`config.mk`:
```
export PLATFORM = sky130hd
export DESIGN_NAME = slave_arbiter_flat
export DESIGN_NICKNAME = d
export VERILOG_FILES = /design/src/rtl/slave_arb_pkg.sv /design/src/rtl/slave_arbiter_if.sv /design/src/rtl/arb_watchdog.sv /design/src/rtl/slave_arbiter.sv /design/src/flat_wrapper.sv
export SDC_FILE = /design/constraint.sdc
export NUM_CORES = 1
export LEC_CHECK = 0
export ABC_AREA = 1
export CAP_MARGIN = 15
export CORE_MARGIN = 10
export CORE_UTILIZATION = 40
export DETAILED_ROUTE_END_ITERATION = 7
export PLACE_DENSITY = 0.59
export SLEW_MARGIN = 20
export SYNTH_ARGS = -nofsm -noshare
export SYNTH_HDL_FRONTEND = slang
export SYNTH_SLANG_ARGS = --single-unit
export TNS_END_PERCENT = 20
```
`constraint.sdc`:
```
create_clock -name clk -period 2.19 [get_ports clk]
set_input_delay 0.657 -clock clk [delete_from_list [all_inputs] [get_ports clk]]
set_output_delay 0.657 -clock clk [all_outputs]
set_load 0.03 [all_outputs]
```
`src/rtl/slave_arb_pkg.sv`:
```
`default_nettype none
// ============================================================================
// Module      : slave_arb_pkg
// Description : Shared definitions for the two-master shared-slave arbiter.
//               Holds the grant select encodings driven into mux_slave, the
//               arbiter FSM state type and small helper functions. Imported
//               by the arbiter RTL and by mux_slave testbenches.
// Ports       : none (package)
// Revision    : 1.0 - initial release
// ============================================================================
package slave_arb_pkg;

  // Grant select encodings seen by mux_slave.
  localparam logic [1:0] GNT_NONE   = 2'b00;
  localparam logic [1:0] GNT_FIRST  = 2'b10;
  localparam logic [1:0] GNT_SECOND = 2'b01;

  // Arbiter ownership state.
  typedef enum logic [1:0] {
    ST_IDLE       = 2'd0,
    ST_OWN_FIRST  = 2'd1,
    ST_OWN_SECOND = 2'd2
  } arb_state_t;

  // Grant select that corresponds to an ownership state.
  function automatic logic [1:0] grant_of(input arb_state_t state);
    logic [1:0] g;
    g = GNT_NONE;
    case (state)
      ST_OWN_FIRST:  g = GNT_FIRST;
      ST_OWN_SECOND: g = GNT_SECOND;
      default:       g = GNT_NONE;
    endcase
    return g;
  endfunction

  // Watchdog counter width; a disabled watchdog (timeout 0) still needs a
  // legal, non-zero width wherever the value is used.
  function automatic int unsigned wd_width(input int unsigned timeout);
    return (timeout > 0) ? $clog2(timeout + 1) : 1;
  endfunction

endpackage
`default_nettype wire

```
`src/rtl/slave_arbiter_if.sv`:
```
`default_nettype none
// ============================================================================
// Module      : slave_arbiter_if
// Description : Handshake bundle between the two masters / shared slave and
//               the arbiter.
//   req_first   : request from master first (held until acknowledged)
//   req_second  : request from master second (held until acknowledged)
//   ack         : single-cycle acknowledge from the shared slave
//   grant       : mux select, 10 = first, 01 = second, 00 = none
//   busy        : grant != 00
//   timeout_err : one-cycle pulse when the watchdog aborts a transaction
//   err_master  : master of the aborted transaction (0 first, 1 second)
// Modports    : master - the requesting side (masters + slave ack)
//               slave  - the arbiter itself
// Revision    : 1.0 - initial release
// ============================================================================
interface slave_arbiter_if;

  logic       req_first;
  logic       req_second;
  logic       ack;
  logic [1:0] grant;
  logic       busy;
  logic       timeout_err;
  logic       err_master;

  modport master (
    output req_first,
    output req_second,
    output ack,
    input  grant,
    input  busy,
    input  timeout_err,
    input  err_master
  );

  modport slave (
    input  req_first,
    input  req_second,
    input  ack,
    output grant,
    output busy,
    output timeout_err,
    output err_master
  );

endinterface
`default_nettype wire

```
`src/rtl/arb_watchdog.sv`:
```
`default_nettype none
// ============================================================================
// Module      : arb_watchdog
// Description : Saturating transaction watchdog for slave_arbiter.
//               Counts enabled cycles since the last clear and flags the
//               cycle in which the count would reach TIMEOUT. Tied off when
//               TIMEOUT is 0.
// Ports       : clk     - clock
//               rst     - synchronous active-high reset
//               clear   - zero the count (takes priority over enable)
//               enable  - count this cycle
//               expired - the current enabled cycle is the TIMEOUT-th one
// Revision    : 1.0 - initial release
// ============================================================================
module arb_watchdog
  import slave_arb_pkg::*;
#(
  parameter int unsigned TIMEOUT = 255
) (
  input  logic clk,
  input  logic rst,
  input  logic clear,
  input  logic enable,
  output logic expired
);

  generate
    if (TIMEOUT == 0) begin : g_wd_off
      assign expired = 1'b0;
    end else begin : g_wd_on
      localparam int unsigned CW = wd_width(TIMEOUT);
      localparam logic [CW-1:0] C_MAX  = CW'(TIMEOUT);
      localparam logic [CW-1:0] C_LAST = CW'(TIMEOUT - 1);
      localparam logic [CW-1:0] C_ONE  = CW'(1);

      logic [CW-1:0] r_count;

      // Saturates at TIMEOUT so a stalled abort can never wrap back to 0.
      always_ff @(posedge clk) begin
        if (rst || clear) begin
          r_count <= '0;
        end else if (enable && (r_count != C_MAX)) begin
          r_count <= r_count + C_ONE;
        end
      end

      // Flagged one count early: the arbiter registers the error pulse on
      // this edge, so the pulse coincides with the count reaching TIMEOUT.
      assign expired = enable && (r_count == C_LAST);
    end
  endgenerate

endmodule
`default_nettype wire

```
`src/rtl/slave_arbiter.sv`:
```
`default_nettype none
// ============================================================================
// Module      : slave_arbiter
// Description : Two-master round-robin arbiter driving the grant select of
//               the shared-slave multiplexer. Holds ownership for a whole
//               req/ack transaction, hands off without a bubble on
//               completion, and aborts hung transactions via a watchdog.
// Parameters  : TIMEOUT - max cycles a granted transaction waits for ack
//                         (0 disables the watchdog)
// Ports       : clk - clock
//               rst - synchronous active-high reset
//               bus - slave_arbiter_if.slave (requests, ack, grant, busy,
//                     timeout_err, err_master)
// Revision    : 1.0 - initial release
// ============================================================================
module slave_arbiter
  import slave_arb_pkg::*;
#(
  parameter int unsigned TIMEOUT = 255
) (
  input  logic           clk,
  input  logic           rst,
  slave_arbiter_if.slave bus
);

  arb_state_t r_state;
  logic       r_rr;          // 0: first has priority, 1: second has priority
  logic [1:0] r_grant;
  logic       r_timeout_err;
  logic       r_err_master;

  logic w_own_first;
  logic w_own_second;
  logic w_owned;
  logic w_req_owner;
  logic w_complete;
  logic w_abandon;
  logic w_leave;
  logic w_wd_clear;
  logic w_wd_enable;
  logic w_wd_expired;

  assign w_own_first  = (r_state == ST_OWN_FIRST);
  assign w_own_second = (r_state == ST_OWN_SECOND);
  assign w_owned      = w_own_first | w_own_second;

  // Request of whichever master currently owns the slave.
  assign w_req_owner  = (w_own_first  & bus.req_first) |
                        (w_own_second & bus.req_second);

  assign w_complete   = w_req_owner & bus.ack;
  // Owner's request low is an abandon, even if ack shows up with it.
  assign w_abandon    = w_owned & ~w_req_owner;
  // A registered timeout_err means this cycle is the committed abort cycle.
  assign w_leave      = w_complete | w_abandon | r_timeout_err;

  // Count only while ownership continues; clearing while idle or while
  // leaving guarantees a zero count on every state entry, handoffs included.
  assign w_wd_clear   = ~w_owned | w_leave;
  assign w_wd_enable  = w_owned & ~w_leave;

  arb_watchdog #(
    .TIMEOUT (TIMEOUT)
  ) u_watchdog (
    .clk     (clk),
    .rst     (rst),
    .clear   (w_wd_clear),
    .enable  (w_wd_enable),
    .expired (w_wd_expired)
  );

  always_ff @(posedge clk) begin
    if (rst) begin
      r_state       <= ST_IDLE;
      r_rr          <= 1'b0;
      r_grant       <= GNT_NONE;
      r_timeout_err <= 1'b0;
      r_err_master  <= 1'b0;
    end else begin
      r_timeout_err <= 1'b0;

      case (r_state)
        ST_IDLE: begin
          // ack while idle has no effect.
          if (bus.req_first && (!bus.req_second || !r_rr)) begin
            r_state <= ST_OWN_FIRST;
            r_grant <= GNT_FIRST;
          end else if (bus.req_second) begin
            r_state <= ST_OWN_SECOND;
            r_grant <= GNT_SECOND;
          end
        end

        ST_OWN_FIRST: begin
          if (r_timeout_err) begin
            // Abort already reported; the hung master loses priority.
            r_state <= ST_IDLE;
            r_grant <= GNT_NONE;
            r_rr    <= 1'b1;
          end else if (w_complete) begin
            r_rr <= 1'b1;
            if (bus.req_second) begin
              r_state <= ST_OWN_SECOND;
              r_grant <= GNT_SECOND;
            end else begin
              r_state <= ST_IDLE;
              r_grant <= GNT_NONE;
            end
          end else if (w_abandon) begin
            r_state <= ST_IDLE;
            r_grant <= GNT_NONE;
          end else if (w_wd_expired) begin
            r_timeout_err <= 1'b1;
            r_err_master  <= 1'b0;
          end
        end

        ST_OWN_SECOND: begin
          if (r_timeout_err) begin
            r_state <= ST_IDLE;
            r_grant <= GNT_NONE;
            r_rr    <= 1'b0;
          end else if (w_complete) begin
            r_rr <= 1'b0;
            if (bus.req_first) begin
              r_state <= ST_OWN_FIRST;
              r_grant <= GNT_FIRST;
            end else begin
              r_state <= ST_IDLE;
              r_grant <= GNT_NONE;
            end
          end else if (w_abandon) begin
            r_state <= ST_IDLE;
            r_grant <= GNT_NONE;
          end else if (w_wd_expired) begin
            r_timeout_err <= 1'b1;
            r_err_master  <= 1'b1;
          end
        end

        default: begin
          r_state <= ST_IDLE;
          r_grant <= GNT_NONE;
        end
      endcase
    end
  end

  assign bus.grant       = r_grant;
  assign bus.busy        = |r_grant;
  assign bus.timeout_err = r_timeout_err;
  assign bus.err_master  = r_err_master;

endmodule
`default_nettype wire

```
`src/flat_wrapper.sv`:
```
// flat-port wrapper written by rule: the top's interface ports become plain ports
module slave_arbiter_flat import slave_arb_pkg::*;
#(
  parameter int unsigned TIMEOUT = 255
)
  (clk, rst, bus_req_first, bus_req_second, bus_ack, bus_grant, bus_busy, bus_timeout_err, bus_err_master);
  slave_arbiter_if bus_i ();
  input  logic clk;
  input  logic rst;
  input wire logic [$bits(bus_i.req_first)-1:0] bus_req_first;
  input wire logic [$bits(bus_i.req_second)-1:0] bus_req_second;
  input wire logic [$bits(bus_i.ack)-1:0] bus_ack;
  output wire logic [$bits(bus_i.grant)-1:0] bus_grant;
  output wire logic [$bits(bus_i.busy)-1:0] bus_busy;
  output wire logic [$bits(bus_i.timeout_err)-1:0] bus_timeout_err;
  output wire logic [$bits(bus_i.err_master)-1:0] bus_err_master;
  assign bus_i.req_first = bus_req_first;
  assign bus_i.req_second = bus_req_second;
  assign bus_i.ack = bus_ack;
  assign bus_grant = bus_i.grant;
  assign bus_busy = bus_i.busy;
  assign bus_timeout_err = bus_i.timeout_err;
  assign bus_err_master = bus_i.err_master;
  slave_arbiter #(.TIMEOUT(TIMEOUT)) u_core (.clk(clk), .rst(rst), .bus(bus_i));
endmodule
```
# Word level (Yosys, flattened, before mapping)
# Cells that the tools add are included.
[totals]
word_cells = 85
ff_bits = 15
output_inout_bits = 5
ram_bits = 0
mem_bits_ro = 0
mem_count = 0
latch_bits = 0
inputBits = 5
[classes]
n_shift = 0
addsub = 1
div = 0
reduce_logical = 14
n_mux = 35
multipliers = 0
bitwise_logic = 14
n_eq_ne = 15
n_lt_le_gt_ge = 0
[op_table]
columns = ["operator", "n"]
rows = [
  ["2-bit two-way mux", 16],
  ["2-bit != test (second input constant)", 8],
  ["1-bit two-way mux", 15],
  ["2-bit case mux with 3 select lines", 2],
  ["3-bit by 2-bit != test with 1-bit output (second input constant)", 3],
  ["9-bit AND reduction", 1],
  ["8-bit by 1-bit adder with 8-bit output (second input constant)", 1],
  ["8-bit equality test (second input constant)", 1],
  ["8-bit != test (second input constant)", 1],
  ["1-bit bitwise AND", 5],
  ["1-bit bitwise OR", 5],
  ["5-bit OR reduction", 1],
  ["1-bit inverter", 4],
  ["1-bit case mux with 2 select lines", 2],
  ["2-bit OR reduction", 2],
  ["1-bit logical AND", 3],
  ["3-bit AND reduction", 1],
  ["2-bit by 1-bit equality test with 1-bit output (second input constant)", 1],
  ["2-bit equality test (second input constant)", 1],
  ["1-bit logical NOT", 2],
  ["2-bit logical NOT", 1],
  ["1-bit logical OR", 2],
  ["2-bit nonzero test", 1],
]

# Depth between registers and ports, before layout
# Gate-level depths: netlist (run 1).
[depth]
depth_word = 15
mapped_depth = 12
ltp_nobuf = 11

# Modules after synthesis
# A second synthesis (run 1) with hierarchy kept.
[unflattened]
hier_cells = 160
hier_area_um2 = 1031.0
[by_module_without_submodules]
columns = ["module", "seq_area_each_um2", "cells_each", "area_per_inst_um2", "n_inst"]
rows = [
  ["slave_arbiter", 140.1, 95, 574.3, 1],
  ["arb_watchdog", 160.2, 65, 456.7, 1],
]

# Least setup slack after synthesis (run 1)
# No wires, ideal clock.
[synth_timing]
path_type = "register -> register"
start = "register u_core.r_state[1]"
end = "register u_core.u_watchdog.g_wd_on.r_count[3]"
setup_time_ns = 0.121
arrival_ns = 1.517
period_less_slack_ns = 1.638
setup_slack_ns = 0.552
path_buffers = 1
path_stages_with_launch = 11
required_time_ns = 2.069
cell_sequence = "dfxtp_1 inv_1 ha_1 inv_1 nor2_4 nand3_4 nor2_2 buf_6 nand2_1 nand2_1 a21oi_1"
[synth_via]
elab_chain_cells = 10
elab_cells_between_ends = 17
classes_between = "eq/ne (2); bitwise (13); reduce/logical (2)"
[synth_rtl]
columns = ["element", "line_no", "rtl"]
rows = [
  ["from (decl)", "slave_arbiter.sv:26", "arb_state_t r_state;"],
  ["from (signal assigned)", "slave_arbiter.sv:74", "r_state <= ST_IDLE;"],
  ["from (signal assigned)", "slave_arbiter.sv:86", "r_state <= ST_OWN_FIRST;"],
  ["from (signal assigned)", "slave_arbiter.sv:89", "r_state <= ST_OWN_SECOND;"],
  ["2-bit by 1-bit equality test with 1-bit output / 2-bit equality test (equally long branches)", "slave_arbiter.sv:43, slave_arbiter.sv:44", ""],
  ["1-bit bitwise AND (on tied branches)", "slave_arbiter.sv:48, slave_arbiter.sv:49", ""],
  ["1-bit bitwise OR", "slave_arbiter.sv:48", "assign w_req_owner = (w_own_first & bus.req_first) |"],
  ["1-bit inverter", "slave_arbiter.sv:53", "assign w_abandon = w_owned & ~w_req_owner;"],
  ["1-bit bitwise AND", "slave_arbiter.sv:53", ""],
  ["1-bit bitwise OR (2 in series)", "slave_arbiter.sv:55", "assign w_leave = w_complete | w_abandon | r_timeout_err;"],
  ["1-bit inverter", "slave_arbiter.sv:60", "assign w_wd_enable = w_owned & ~w_leave;"],
  ["1-bit bitwise AND", "slave_arbiter.sv:60", ""],
  ["1-bit logical AND", "arb_watchdog.sv:42", "end else if (enable && (r_count != C_MAX)) begin"],
  ["to (signal assigned)", "arb_watchdog.sv:43", "r_count <= r_count + C_ONE;"],
  ["to (decl)", "arb_watchdog.sv:36", "logic [CW-1:0] r_count;"],
]
# Parallel ways exist; a longest one is shown, timed or not.
# A chain may end at the register's enable or synchronous reset.

# Final worst setup path (run 1)
[layout_timing]
start = "register u_core.r_timeout_err (netlist: u_core.bus.timeout_err)"
end = "output bus_timeout_err"
[layout_lines]
columns = ["element", "line_no", "rtl"]
rows = [
  ["from (decl)", "slave_arbiter.sv:29", "logic r_timeout_err;"],
  ["from (signal assigned)", "slave_arbiter.sv:77", "r_timeout_err <= 1'b0;"],
  ["from (signal assigned)", "slave_arbiter.sv:80", "r_timeout_err <= 1'b0;"],
  ["from (signal assigned)", "slave_arbiter.sv:113", "r_timeout_err <= 1'b1;"],
  ["to (decl)", "flat_wrapper.sv:15", "output wire logic [$bits(bus_i.timeout_err)-1:0] bus_timeout_err;"],
]
# No word-level cell between the ends.

==> results_dict.tcl, run 1 <==
set metrics [dict create \
    totalWireLength_um 2210 \
    hold_class "reg -> reg" \
    min_period_over_period 0.960 \
    rsz0062_at_grt "false" \
    crit_path_max_incr_delay_ps 710 \
    cts_tree "yes" \
    clk_pin_slew_ps 90 \
    switching_power_mw 0.409 \
    wire_per_inst_um 10.5 \
    post_dp_cell_area_um2 1230 \
    clock-root-buffer "clkbuf_4" \
    port_buffers 9 \
    cp.arrival_ps 1440 \
    grt_max_degree 12 \
    cp_cell_sequence "clkdlybuf4s50_1" \
    path_buf_inv 1 \
    clock-sinks 15 \
    clk_latency_ps 290 \
    antenna_left 0 \
    yosysWarnings 0 \
    cp_top_family "buffers and inverters" \
    total_power_mw 0.982 \
    drt_iter0_markers 70 \
    die-area_um2 5160 \
    area_growth_pct 16.8 \
    multiInputGateArea_um2 642 \
    fmax_ghz 0.476 \
    cp-start-kind "flip-flop" \
    postSynthAreaPerCell_um2 6.51 \
    hold_viol 0 \
    critPathMaxFanout 5 \
    tns_ps 0 \
    fp.dieH_um 71.8 \
    rows 18 \
    synthesis.area_um2 1070 \
    routed-via-count 1013 \
    period_minus_slack_ps 2100 \
    synth.distinct_cells 21 \
    fillers 262 \
    cp_data_required_time_ps 1530 \
    yosysSeqAreaShare 0.280 \
    drv_cap 0 \
    critPathKind "reg -> out" \
    ys_ff_latch 15 \
    pwr_density_cell_nw_per_um2 783 \
    grt_pass1_wl_um 3870 \
    leakagePower_nw 0.556 \
    coreArea_um2 2520 \
    dr.pass1.iters 4 \
    hold_slack_ps 468 \
    dieWidth_um 71.8 \
    numCtsBuffers 3 \
    grt_pass1_vias 853 \
    antenna_found_initial 0 \
    critPathCaptureType "primary output" \
    combPwrFrac 0.492 \
    worst_pin_slew_ps 309 \
    utilization 0.497 \
    dp_hpwl_um 1770 \
    place.gp.congestion 0.818 \
    slew-limit-headroom 0.792 \
    slowest_stage "clkdlybuf4s50_1" \
    status "finished, final reports clean" \
    finalClockSkew_ps 7.93 \
    seqPwrFrac 0.347 \
    drive_gt1_frac 0.0939 \
    vias_per_cell 4.80 \
    syn_nets 178 \
    n_antenna_cell 0 \
    switching_share 0.416 \
    io_pins 10 \
    clockPowerShare 0.161 \
    drc_errors 0 \
    htreeDepth 1 \
    grt-ovfl-total 0 \
    setup_viol 0 \
    slew_violations 0 \
    initial_utilization 0.426 \
    vdd_drop_max_mv 0.509 \
    nNetsFinal 195 \
    seq_area_um2 300 \
    stdcell_area_um2 1250 \
    grt_usage 0.0909 \
    clk_path_buf_depth 2 \
    p_int_mw 0.573 \
    synthCells 165 \
]
-- final timing paths --
check / start / endpoint / slack (ps) / depth (start not counted)
worst max-delay path: u_core.bus.timeout_err / bus_timeout_err / 90 / 1
worst min-delay path: u_core.u_watchdog.g_wd_on.r_count[7] / u_core.u_watchdog.g_wd_on.r_count[7] / 470 / 2
worst max register to register: u_core.r_state[1] / u_core.u_watchdog.g_wd_on.r_count[6] / 350 / 10
worst min register to register: u_core.u_watchdog.g_wd_on.r_count[7] / u_core.u_watchdog.g_wd_on.r_count[7] / 470 / 2
-- cells in the final DEF, fill, tap and decap left out --
master	synthesis	routed
nor2_2	1	1
a21oi_1	15	15
nand2_1	55	55
nor2_4	1	1
or2_2	1	1
nor2_1	10	10
nand3_4	2	2
dlygate4sd2_1	0	1
nand2_2	2	2
clkdlybuf4s50_1	0	8
nor3_2	1	1
clkbuf_1	0	1
nand3_1	11	11
nand2b_1	1	1
xor2_1	2	2
clkbuf_4	0	3
buf_4	1	5
o21ai_0	3	3
inv_1	27	27
o21a_1	1	1
xnor2_1	1	1
nand4_1	5	5
dfxtp_1	15	15
ha_1	8	8
buf_12	0	1
-- state kept, by name (all words and copies together), names as in the netlist --
| signal | count |
|---|---|
| u_core.bus.grant | 2 |
| u_core.r_state | 2 |
| u_core.r_rr | 1 |
| u_core.u_watchdog.g_wd_on.r_count | 8 |
| u_core.bus.timeout_err | 1 |
| u_core.bus.err_master | 1 |
-- layout make-up --
type / count / share of cell area
Clock buffer: 4 / 0.0210
Multi-Input combinational cell: 120 / 0.512
Sequential cell: 15 / 0.240
Inverter: 27 / 0.0808
Tap cell: 30 / 0.0299
Timing Repair Buffer: 15 / 0.117
-- power groups by stage --
stage	sequential, mW	combinational, mW	clock (mW)
after floorplan	0.352	0.338	0
after global placement	0.344	0.484	0
after detailed placement	0.347	0.491	0
after CTS	0.340	0.488	0.166
after global routing	0.347	0.549	0.180
final	0.341	0.483	0.158
-- Yosys cell counts --
| cell | number | area, um2 |
|---|---|---|
| o21a_1 | 1 | 7.51 |
| a21oi_1 | 15 | 75.1 |
| nor2_2 | 1 | 6.26 |
| nand2_1 | 55 | 206 |
| or2_2 | 1 | 6.26 |
| buf_4 | 1 | 7.51 |
| nand3_1 | 11 | 55.1 |
| xnor2_1 | 1 | 8.76 |
| buf_6 | 2 | 22.5 |
| nand2_2 | 2 | 12.5 |
| inv_1 | 27 | 101 |
| xor2_1 | 2 | 17.5 |
| o21ai_0 | 3 | 15.0 |
| nand3_4 | 2 | 35.0 |
| nand4_1 | 5 | 31.3 |
| nor2_4 | 1 | 11.3 |
| ha_1 | 8 | 100 |
| nor3_2 | 1 | 10.0 |
| dfxtp_1 | 15 | 300 |
| nand2b_1 | 1 | 6.26 |
| nor2_1 | 10 | 37.5 |
-- cell families (layout without fill, tap and decap cells) --
group,Yosys count,after routing,synth area share
xor gates and xnor gates,3,3,0.0245
and+or+nand+nor,90,90,0.389
AOI/OAI and AO/OA,19,19,0.0909
adders and majority gates,8,8,0.0932
buffers and inverters,30,46,0.122
DFF,15,15,0.280
-- metrics by stage --
| step | instances | setup WS, ps |
|---|---|---|
| 2_1_floorplan | 165 | 552 |
| 3_3_place_gp | 207 | 135 |
| 3_5_place_dp | 207 | 99.4 |
| 4_1_cts | 211 | 60.7 |
| 5_1_grt | 211 | 8.37 |
| 6_report | 211 | 88.3 |
-- repair_timing --
item                       CTS  global route
resized for setup            1             0
setup endpoints to repair    1             0
setup buffers                0             0
hold buffers                 0             0
-- layer usage --
layer  track usage  up-vias  share of wire
met2         0.125       18           0.42
met4        0.0323        0          0.013
met5             0        -              0
met3        0.0413        4          0.063
met1         0.120      446           0.50
li1              -      545              -
-- tightest hold or removal path, stage by stage (launching register included) --
cell and delay [ps]:
dfxtp_1 310, nand2_1 60, a21oi_1 50
No activity file was read; power rests on OpenSTA's default activity.
==> run 2, diff against run 1 <==
- CAP_MARGIN: 15 -> 20
- PLACE_DENSITY: 0.59 -> 0.62
==> run 2 against run 1 <==
Flip-flop and latch count unchanged. Routed wire length shrank 5.5%. Combinational power shrank 0.8%. Via count grew 0.20%. Core utilization fell by 0.45 points. Cell area is 0.90% lower. Die area unchanged. Register-to-register slack barely moved. Sequential power hardly changed. Setup slack better by 35 ps. Sequential share of layout area is 0.22 points higher. Critical path type unchanged.
==> results_dict.tcl, run 2 (synthesis gave the netlist of run 1 again) <==
set metrics [dict create \
    post_dp_cell_area_um2 1210 \
    clock-sinks 15 \
    switching_power_mw 0.397 \
    slowest_stage "clkdlybuf4s50_1" \
    hold_buffers 0 \
    antenna_found_initial 0 \
    vias_per_cell 4.86 \
    switching_share 0.410 \
    cp-start-kind "flip-flop" \
    critPathKind "reg -> out" \
    min_period_over_period 0.944 \
    critPathMaxFanout 5 \
    setup_viol 0 \
    path_buf_inv 1 \
    totalWireLength_um 2090 \
    tns_ps 0 \
    grt-ovfl-total 0 \
    die-area_um2 5160 \
    drive_gt1_frac 0.0838 \
    cp_data_required_time_ps 1530 \
    p_int_mw 0.572 \
    drt_iter0_markers 78 \
    largest_register_ff_count 8 \
    seqPwrFrac 0.349 \
    finalClockSkew_ps 2.04 \
    coreArea_um2 2520 \
    stdcell_area_um2 1240 \
    critPathCaptureType "primary output" \
    dieWidth_um 71.8 \
    area_growth_pct 15.7 \
    routed-via-count 1015 \
    cp_top_family "buffers and inverters" \
    rows 18 \
    leakagePower_nw 0.556 \
    utilization 0.493 \
    hold_class "reg -> reg" \
    crit_path_max_incr_delay_ps 710 \
    period_minus_slack_ps 2070 \
    dr.pass1.iters 4 \
    wire_per_inst_um 9.98 \
    cp.arrival_ps 1410 \
    io_pins 10 \
    numCtsBuffers 3 \
    combPwrFrac 0.495 \
    htreeDepth 1 \
    hold_viol 0 \
    fp.dieH_um 71.8 \
    grt_max_degree 12 \
    final_cell_mix "nand2_1, inv_1, a21oi_1, dfxtp_1, nand3_1" \
    pwr_density_cell_nw_per_um2 780 \
    clock-root-buffer "clkbuf_4" \
    clk_path_buf_depth 2 \
    initial_utilization 0.426 \
    port_buffers 9 \
    clk_pin_slew_ps 80 \
    place.gp.congestion 0.798 \
    slew-limit-headroom 0.786 \
    antenna_left 0 \
    clockPowerShare 0.156 \
    grt_pass1_wl_um 3710 \
    rsz0062_at_grt "false" \
    nNetsFinal 193 \
    cp_cell_sequence "clkdlybuf4s50_1" \
    vdd_drop_max_mv 0.501 \
    slew_violations 0 \
    grt_pass1_vias 871 \
    status "finished, final reports clean" \
    cts_tree "yes" \
    fmax_ghz 0.484 \
    drc_errors 0 \
    worst_pin_slew_ps 320 \
    clk_latency_ps 270 \
    dp_hpwl_um 1720 \
    drv_cap 0 \
    n_antenna_cell 0 \
    post_cts_buffers 0 \
    final_common_cell "nand2_1" \
    largest-register "u_core.u_watchdog.g_wd_on.r_count" \
    cts_resized 0 \
    grt_usage 0.0844 \
]
run 2: cell types whose count changed in the layout (fill, tap and decap cells not counted), sizes merged:
cell and delta:
buf -2, dlygate4sd2 -1, dlymetal6s2s +1
run 2: final timing paths:
check             slack [ps]  cells past startpoint              startpoint                              endpoint
setup reg to reg         340                     10       u_core.r_state[1]  u_core.u_watchdog.g_wd_on.r_count[7]
setup / recovery         120                      1  u_core.bus.timeout_err                       bus_timeout_err
hold reg to reg          470                      2             u_core.r_rr                           u_core.r_rr
hold / removal           470                      2             u_core.r_rr                           u_core.r_rr
run 2: power by group through the flow:
stage	clock (mW)	sequential (mW)	combinational (mW)
after floorplan	0	0.352	0.338
after global placement	0	0.344	0.479
after detailed placement	0	0.346	0.482
after CTS	0.161	0.339	0.483
after global routing	0.170	0.344	0.543
final	0.151	0.338	0.479
run 2: metrics by stage:
step | power (mW) | hold WS (ps) | std cells | setup WS, ps
2_1_floorplan | 0.690 | 437 | 165 | 552
3_3_place_gp | 0.823 | 451 | 205 | 26.1
3_5_place_dp | 0.827 | 460 | 205 | 43.6
4_1_cts | 0.983 | 473 | 209 | 3.24
5_1_grt | 1.06 | 498 | 209 | 58.0
6_report | 0.969 | 468 | 209 | 123
run 2: worst min-delay path: stages (launching register included):
cell and delay (ps):
dfxtp_1 320, nand2_1 60, a21oi_1 50
run 2: layer usage:
metal  track usage  part of all wire  vias to the layer above
met3        0.0358             0.053                        4
met1         0.109              0.51                      449
met2         0.121              0.43                       21
met4        0.0301             0.012                        0
met5             0                 0                        -
li1              -                 -                      541
run 2: layout make-up:
| class | count | area [um2] |
|---|---|---|
| Sequential cell | 15 | 300 |
| Tap cell | 30 | 37.5 |
| Clock buffer | 4 | 26.3 |
| Multi-Input combinational cell | 120 | 642 |
| Inverter | 27 | 101 |
| Timing Repair Buffer | 13 | 135 |
| Fill cell | 282 | 1280 |
==> run 3, diff against run 2 <==
- CELL_PAD_IN_SITES_DETAIL_PLACEMENT: unset -> 1
- CELL_PAD_IN_SITES_GLOBAL_PLACEMENT: unset -> 2
- CORE_UTILIZATION: 40 -> 30
- GPL_TIMING_DRIVEN: unset -> 0
- PLACE_DENSITY: 0.62 -> 0.79
==> run 3 against run 2 <==
Non-clock buffer count down 2. First-iteration DRC count shrank 56%. Combinational power is 4.4% lower. Clock skew increased by 6.1 ps.
==> results_dict.tcl, run 3 (synthesis gave the netlist of run 1 again) <==
set metrics [dict create \
    largest-register "u_core.u_watchdog.g_wd_on.r_count" \
    min_period_over_period 0.952 \
    slowest_stage "clkdlybuf4s50_1" \
    seq_area_um2 300 \
    clk_path_buf_depth 2 \
    clk_pin_slew_ps 90 \
    cp_top_family "buffers and inverters" \
    critPathKind "reg -> out" \
    largest_register_ff_count 8 \
    crit_path_max_incr_delay_ps 710 \
    place.gp.congestion 0.772 \
    clock-root-buffer "clkbuf_4" \
    grt_max_degree 11 \
    post_cts_buffers 0 \
    nNetsFinal 191 \
    r2r_cells 10 \
    grt_pass1_wl_um 4660 \
    stdcell_area_um2 1240 \
    drt_iter0_markers 34 \
    routed-via-count 1043 \
    cp.arrival_ps 1430 \
    clk_latency_ps 290 \
    antenna_found_initial 0 \
    drc_errors 0 \
    rows 21 \
    r2r_slack_ps 330 \
    pre_cts_slack_ps -88.1 \
    post_dp_cell_area_um2 1210 \
    hold_class "reg -> reg" \
    dp_hpwl_um 2100 \
    numCtsBuffers 3 \
    period_minus_slack_ps 2090 \
    clock-sinks 15 \
    vias_per_cell 4.68 \
    dieWidth_um 79.8 \
    setup_viol 0 \
    fillers 433 \
    dr.pass1.iters 2 \
    port_buffers 8 \
    io_pins 10 \
    final_cell_mix "nand2_1, inv_1, a21oi_1, dfxtp_1, nand3_1" \
    slew-limit-headroom 0.759 \
    antenna_left 0 \
    cts_tree "yes" \
    hold_end "u_core.r_rr" \
    critPathCaptureType "primary output" \
    r2r-end "u_core.u_watchdog.g_wd_on.r_count[3]" \
    finalClockSkew_ps 8.13 \
    die-area_um2 6370 \
    cp-start-kind "flip-flop" \
    wire_per_inst_um 11.5 \
    grt-ovfl-total 0 \
    totalWireLength_um 2560 \
    multiInputGateArea_um2 642 \
    tns_ps 0 \
    slew_violations 0 \
    worst_slack_ps 104 \
    cp_data_required_time_ps 1530 \
    status "finished, final reports clean" \
    drv_cap 0 \
    holdPathStages 2 \
    vdd_drop_max_mv 0.286 \
    drive_gt1_frac 0.0847 \
    final_common_cell "nand2_1" \
    hp-start "u_core.r_rr" \
    grt_usage 0.0874 \
    area_growth_pct 15.3 \
    fp.dieH_um 79.8 \
    initial_utilization 0.317 \
    hold_slack_ps 474 \
    pwr_density_cell_nw_per_um2 780 \
    leakagePower_nw 0.539 \
    n_antenna_cell 0 \
    grt_pass1_vias 1066 \
    worst_pin_slew_ps 360 \
    rsz0062_at_grt "false" \
    htreeDepth 1 \
    path_buf_inv 1 \
    fmax_ghz 0.479 \
    rr_startpoint "u_core.r_state[1]" \
    cp_cell_sequence "clkdlybuf4s50_1" \
    hold_viol 0 \
    critPathMaxFanout 5 \
    coreArea_um2 3390 \
]
## run 3: per-stage QoR
step / power [mW] / std cells / util
final: 0.965 / 223 / 0.365
after CTS: 0.983 / 223 / 0.365
after detailed placement: 0.818 / 219 / 0.357
after global placement: 0.804 / 219 / 0.357
after floorplan: 0.690 / 165 / -
after global routing: 1.06 / 223 / 0.365
## run 3: what timing repair did
action | in CTS | in global routing
setup endpoints to repair | 1 | 0
hold buffers | 0 | 0
resized for setup | 1 | 0
## run 3: area by class of cell
| cell class | instances | share of cell area |
|---|---|---|
| clock buffer | 3 | 0.0182 |
| multi-input combinational | 120 | 0.519 |
| timing repair buffer | 8 | 0.0637 |
| tap | 46 | 0.0465 |
| inverter | 27 | 0.0819 |
| buffer | 3 | 0.0243 |
| clock inverter | 1 | 0.00404 |
| sequential | 15 | 0.243 |
## run 3: worst max path at each step
stage | start | endpoint | slack [ps] | cells past startpoint
2_1_floorplan | u_core.r_state[1] | u_core.u_watchdog.g_wd_on.r_count[3] | 550 | 10
3_3_place_gp | bus_req_second | u_core.bus.grant[1] | -60 | 7
3_5_place_dp | bus_req_second | u_core.r_state[1] | -90 | 7
4_1_cts | u_core.bus.timeout_err | bus_timeout_err | 90 | 1
5_1_grt | u_core.bus.timeout_err | bus_timeout_err | 40 | 1
6_report | u_core.bus.timeout_err | bus_timeout_err | 100 | 1
## run 3: metal layers
layer	GRT usage	up-vias	wire [um]
li1	-	539	-
met2	0.163	6	1340
met5	0	-	0
met3	0.0135	4	33
met4	0.0370	0	30
met1	0.0950	494	1160
## run 3: power breakdown
group | switching (mW) | internal (mW)
combinational | 0.288 | 0.170
sequential | 0.0336 | 0.304
clock | 0.101 | 0.0679
